`src/rtl/vsc8541_status_poller.sv`:
```
// Status/host read sequencer in front of the VSC8541 MDIO register reader.
// Optional macro VSC8541_POLLER_LINK_DEBOUNCE_EN: link must read up on two consecutive polls.
module vsc8541_status_poller #(
  parameter int unsigned DATA_W         = 16,
  parameter int unsigned POLL_CYCLES    = 1000,
  parameter int unsigned TIMEOUT_CYCLES = 200,
  parameter logic [4:0]  STATUS_REG     = 5'd1
) (
  input  logic              clk,
  input  logic              i_reset_n,
  input  logic              i_host_req,
  input  logic [4:0]        i_host_reg,
  output logic              o_host_ack,
  output logic              o_host_dv,
  output logic [DATA_W-1:0] o_host_data,
  output logic              o_host_err,
  output logic [4:0]        o_phy_register,
  output logic              o_phy_read_en,
  input  logic [DATA_W-1:0] i_phy_data,
  input  logic              i_phy_dv,
  output logic [DATA_W-1:0] o_bmsr,
  output logic              o_status_dv,
  output logic              o_link_up,
  output logic              o_an_done,
  output logic              o_timeout,
  input  logic              i_clear_err
);

  localparam int unsigned PollW = (POLL_CYCLES > 2) ? $clog2(POLL_CYCLES) : 1;
  localparam int unsigned ToW   = (TIMEOUT_CYCLES > 1) ? $clog2(TIMEOUT_CYCLES) : 1;
  localparam logic [PollW-1:0] PollReload  = PollW'(POLL_CYCLES - 1);
  localparam logic [ToW-1:0]   TimeoutLast = ToW'(TIMEOUT_CYCLES - 1);

  typedef enum logic [1:0] {StIdle, StIssue, StWait, StCapture} state_e;

  state_e              r_state;
  logic [PollW-1:0]    r_poll_cnt;
  logic                r_poll_pending;
  logic                r_owner_host;
  logic [ToW-1:0]      r_wait_cnt;
  logic                r_host_dv;
  logic [DATA_W-1:0]   r_host_data;
  logic                r_host_err;
  logic [4:0]          r_phy_register;
  logic                r_phy_read_en;
  logic [DATA_W-1:0]   r_bmsr;
  logic                r_status_dv;
  logic                r_link_up;
  logic                r_an_done;
  logic                r_timeout;
`ifdef VSC8541_POLLER_LINK_DEBOUNCE_EN
  logic                r_link_seen;
`endif

  // Acceptance must be visible in the same cycle the request is taken.
  assign o_host_ack     = (r_state == StIdle) && i_host_req;
  assign o_host_dv      = r_host_dv;
  assign o_host_data    = r_host_data;
  assign o_host_err     = r_host_err;
  assign o_phy_register = r_phy_register;
  assign o_phy_read_en  = r_phy_read_en;
  assign o_bmsr         = r_bmsr;
  assign o_status_dv    = r_status_dv;
  assign o_link_up      = r_link_up;
  assign o_an_done      = r_an_done;
  assign o_timeout      = r_timeout;

  always_ff @(posedge clk or negedge i_reset_n) begin
    if (!i_reset_n) begin
      r_state        <= StIdle;
      r_poll_cnt     <= PollReload;
      r_poll_pending <= 1'b1;
      r_owner_host   <= 1'b0;
      r_wait_cnt     <= '0;
      r_host_dv      <= 1'b0;
      r_host_data    <= '0;
      r_host_err     <= 1'b0;
      r_phy_register <= '0;
      r_phy_read_en  <= 1'b0;
      r_bmsr         <= '0;
      r_status_dv    <= 1'b0;
      r_link_up      <= 1'b0;
      r_an_done      <= 1'b0;
      r_timeout      <= 1'b0;
`ifdef VSC8541_POLLER_LINK_DEBOUNCE_EN
      r_link_seen    <= 1'b0;
`endif
    end else begin
      r_phy_read_en <= 1'b0;
      r_host_dv     <= 1'b0;
      r_status_dv   <= 1'b0;
      if (i_clear_err) r_timeout <= 1'b0;

      case (r_state)
        StIdle: begin
          if (i_host_req) begin
            r_owner_host   <= 1'b1;
            r_phy_register <= i_host_reg;
            r_phy_read_en  <= 1'b1;
            r_state        <= StIssue;
          end else if (r_poll_pending) begin
            r_poll_pending <= 1'b0;
            r_owner_host   <= 1'b0;
            r_phy_register <= STATUS_REG;
            r_phy_read_en  <= 1'b1;
            r_state        <= StIssue;
          end
        end
        StIssue: begin
          r_wait_cnt <= '0;
          r_state    <= StWait;
        end
        StWait: begin
          // Results are registered here so they appear in the CAPTURE cycle.
          if (i_phy_dv) begin
            r_state <= StCapture;
            if (r_owner_host) begin
              r_host_dv   <= 1'b1;
              r_host_data <= i_phy_data;
              r_host_err  <= 1'b0;
            end else begin
              r_status_dv <= 1'b1;
              r_bmsr      <= i_phy_data;
              r_an_done   <= i_phy_data[5];
`ifdef VSC8541_POLLER_LINK_DEBOUNCE_EN
              if (!i_phy_data[2]) begin
                r_link_up   <= 1'b0;
                r_link_seen <= 1'b0;
              end else begin
                r_link_up   <= r_link_up | r_link_seen;
                r_link_seen <= 1'b1;
              end
`else
              r_link_up   <= i_phy_data[2];
`endif
            end
          end else if (r_wait_cnt == TimeoutLast) begin
            r_timeout <= 1'b1;
            r_state   <= StIdle;
            if (r_owner_host) begin
              r_host_dv   <= 1'b1;
              r_host_err  <= 1'b1;
              r_host_data <= '0;
            end
          end else begin
            r_wait_cnt <= r_wait_cnt + ToW'(1);
          end
        end
        StCapture: r_state <= StIdle;
        default:   r_state <= StIdle;
      endcase

      // Expiry overrides the pending-clear above so a coincident expiry is not lost.
      if (r_poll_cnt == '0) begin
        r_poll_cnt     <= PollReload;
        r_poll_pending <= 1'b1;
      end else begin
        r_poll_cnt <= r_poll_cnt - PollW'(1);
      end
    end
  end

endmodule

```
`config.mk`:
```
export PLATFORM = sky130hd
export DESIGN_NAME = vsc8541_status_poller
export DESIGN_NICKNAME = d
export VERILOG_FILES = /design/src/rtl/vsc8541_status_poller.sv
export SDC_FILE = /design/constraint.sdc
export NUM_CORES = 1
export LEC_CHECK = 0
export CAP_MARGIN = 10
export CELL_PAD_IN_SITES_DETAIL_PLACEMENT = 1
export CELL_PAD_IN_SITES_GLOBAL_PLACEMENT = 1
export CORE_MARGIN = 8
export CORE_UTILIZATION = 37
export DETAILED_ROUTE_END_ITERATION = 6
export GPL_ROUTABILITY_DRIVEN = 0
export PLACE_DENSITY_LB_ADDON = 0.1
export SLEW_MARGIN = 20
export SYNTH_ARGS = -nofsm -noshare
export SYNTH_HDL_FRONTEND = slang
export SYNTH_SLANG_ARGS = --single-unit
```
`constraint.sdc`:
```
create_clock -name clk -period 2.2 [get_ports clk]
set_clock_uncertainty 0.1 [all_clocks]
set_input_delay 0.22 -clock clk [delete_from_list [all_inputs] [get_ports clk]]
set_output_delay 0.22 -clock clk [all_outputs]
set_load 0.02 [all_outputs]
```
==> metrics <==
Root Driver clkbuf_8; Final setup viols 0; post-detailed-placement half-perimeter wirelength 4760 um; status completed; pwr dens 1320 nW/um2; row cnt 30; share of cells above drive strength 1 19.0%; Synth warnings 0; CP required 1.88 ns; RSZ-0062 raised after global routing no; Slew HR 66.6%; mean area per synthesized cell 13.0 um2; crit path launch type register; worst-margin pin slew 0.496 ns; Die W 100 um; Reg clk slew, reported paths 0.07 ns; Synth top area share 52.4%; Crit path arrival time 1.74 ns; synthesized area 2630 um2; final worst-path cycle share 93.7%; register area share after synthesis 61.4%; Cells after DPL 368; Inserted Clock Buffers 9; largest net degree at the start of global routing 65; synthesized net count 230; initial core utilization 38.4%; Hold Path Class in -> async; Fillers 763; Pint 0.00324 W; initial antenna violation count 0; Die H 100 um; antenna viol nets, final 0; Cells after Synth 202; maximum clock rate 485 MHz; Gate power share 40.7%; main area contributors after synthesis dfrtp_1, dfstp_2, a22o_1; Worst Setup End Kind primary output; Synth cell types 44; Sw Ratio 33.5%; DR vias/cell 4.91; IO Pins 71; Net Sw Power 0.00163 W; Max Cap Viol 0; most frequent cells in the layout clkdlybuf4s50_1, dfrtp_1, a22o_1, nand2_1, mux2_2; routed wire length per instance 17.1 um; setup bufs post-CTS 0; drt total wl 6600 um; Reg power frac 36.4%; leading cell type in the layout, fill and taps excluded clkdlybuf4s50_1; via count of the first global-routing pass 2,127; Port Buf Inserts 70; DR pass1 iterations 4; flops & latches, synth 64; Vias 1,890; Hold-fix buffers, CTS 1; DRC Markers 0; critical path peak fanout 5; die area 10,000 um2; area grow syn2layout 41.0%; CTS resizes 0; Hold Vio Cnt, Final 0; grt ovf 0; clk sinks 64; Worst VDD drop 578 uV; CP Class reg -> out; CTS max path bufs 2; Clk Latency, worst-skew pair 0.33 ns; first-pass GRT wire length 11,200 um; final std cells w/o fill 385; min Tclk post-route 2.06 ns; Yosys top cell by area dfrtp_1; CTS tree done; Initial DRC Count 40; Final Max Slew Viols 0; Clock H-tree levels 3; Fin Setup TNS 0 ns; total track usage 14.3%; leakage power 1.61 nW; power share of the clock group 22.9%; core area 6830 um2; # diodes 0; final net count 312
Yosys cell counts:
| library cell | count |
|---|---|
| a21o_1 | 1 |
| a22o_1 | 20 |
| a2bb2oi_1 | 1 |
| a311o_1 | 1 |
| a311oi_1 | 1 |
| a31o_4 | 1 |
| a31oi_1 | 1 |
| and2_1 | 4 |
| and3_1 | 5 |
| and4_1 | 1 |
| buf_2 | 2 |
| buf_4 | 2 |
| buf_6 | 2 |
| clkbuf_1 | 2 |
| dfrtp_1 | 55 |
| dfstp_2 | 9 |
| ha_1 | 2 |
| inv_1 | 9 |
| mux2_1 | 1 |
| mux2_2 | 15 |
| mux2i_1 | 2 |
| nand2_1 | 15 |
| nand2b_1 | 1 |
| nand3_1 | 6 |
| nand4_1 | 2 |
| nor2_1 | 9 |
| nor2_4 | 1 |
| nor2b_1 | 2 |
| nor3_1 | 3 |
| nor3b_1 | 1 |
| nor4_1 | 2 |
| nor4_2 | 1 |
| nor4b_1 | 1 |
| nor4b_4 | 1 |
| o211ai_1 | 1 |
| o211ai_2 | 1 |
| o21ai_0 | 5 |
| o22ai_1 | 1 |
| o31ai_1 | 2 |
| or3_1 | 1 |
| or3b_4 | 1 |
| or4_4 | 1 |
| xnor2_1 | 3 |
| xor2_1 | 4 |
sequential cells by signal (all words and copies together), names as in the netlist:
signal / flops
o_phy_register: 5
r_poll_cnt: 10
o_status_dv: 1
o_phy_read_en: 1
o_timeout: 1
o_host_err: 1
o_host_data: 16
r_poll_pending: 1
r_wait_cnt: 8
r_state: 2
r_owner_host: 1
o_bmsr: 16
o_host_dv: 1
power by group through the flow:
stage                     registers (W)  clock network, W  logic [W]
after CTS                       0.00178           0.00116    0.00203
after global placement          0.00178                 0    0.00199
after detailed placement        0.00180                 0    0.00203
after floorplan                 0.00219                 0   0.000599
final                           0.00177           0.00112    0.00199
after global routing            0.00183           0.00122    0.00213
stage by stage:
step,hold WS [ns],setup slack (ns),total power (W),instance area [um2],utilization [%]
final,0.346,0.139,0.00488,3700,54.2
after global routing,0.355,0.0365,0.00518,3700,54.2
after CTS,0.331,0.0992,0.00498,3700,54.2
after detailed placement,0.167,0.137,0.00383,3470,50.8
after global placement,0.165,0.195,0.00376,3470,50.8
after floorplan,-0.176,0.463,0.00279,2630,-
layer usage:
layer,routed length (um),vias up,track usage [%]
met5,0,-,0
met4,27,0,4.19
met3,374,2,5.74
met2,3370,42,23.7
met1,2830,960,16.5
li1,-,886,-
final cells by class:
class,instances,area [um2],area share (%)
Inverter,9,33.8,0.912
Tap cell,96,120,3.24
Multi-Input combinational cell,121,923,24.9
Sequential cell,64,1610,43.6
Clock buffer,11,141,3.82
Timing Repair Buffer,79,791,21.4
Clock inverter,5,80.1,2.16
critical path, cell delays in order (launching register included):
cell,delay [ns]
dfrtp_1,0.44
nor2_1,0.17
and2_1,0.16
clkdlybuf4s50_1,0.64
final timing paths:
| path | start | to | slack [ns] | cells past startpoint |
|---|---|---|---|---|
| max | r_state[0] | o_host_ack | 0.14 | 3 |
| min | i_reset_n | r_poll_cnt[3] | 0.35 | 3 |
| max reg2reg | r_state[0] | r_wait_cnt[7] | 0.35 | 4 |
| min reg2reg | r_poll_cnt[0] | r_poll_cnt[0] | 0.37 | 1 |
| max in group asynchronous | i_reset_n | r_poll_cnt[8] | 1.33 | 3 |
| min in group clk | i_host_reg[0] | o_phy_register[0] | 0.36 | 3 |
kinds of logic (layout without fill, tap and decap cells):
logic type | Yosys count | in the layout | synth area share (%)
AO/OA/AOI/OAI | 36 | 36 | 11.4
AND/OR/NAND/NOR | 58 | 58 | 12.8
XOR/XNOR | 7 | 7 | 2.34
multiplexers | 18 | 18 | 7.63
flip-flops | 64 | 64 | 61.4
buffers and inverters | 17 | 104 | 3.38
adder cells (fa/ha/maj) | 2 | 2 | 0.953
(Power assumes the default switching activity.)
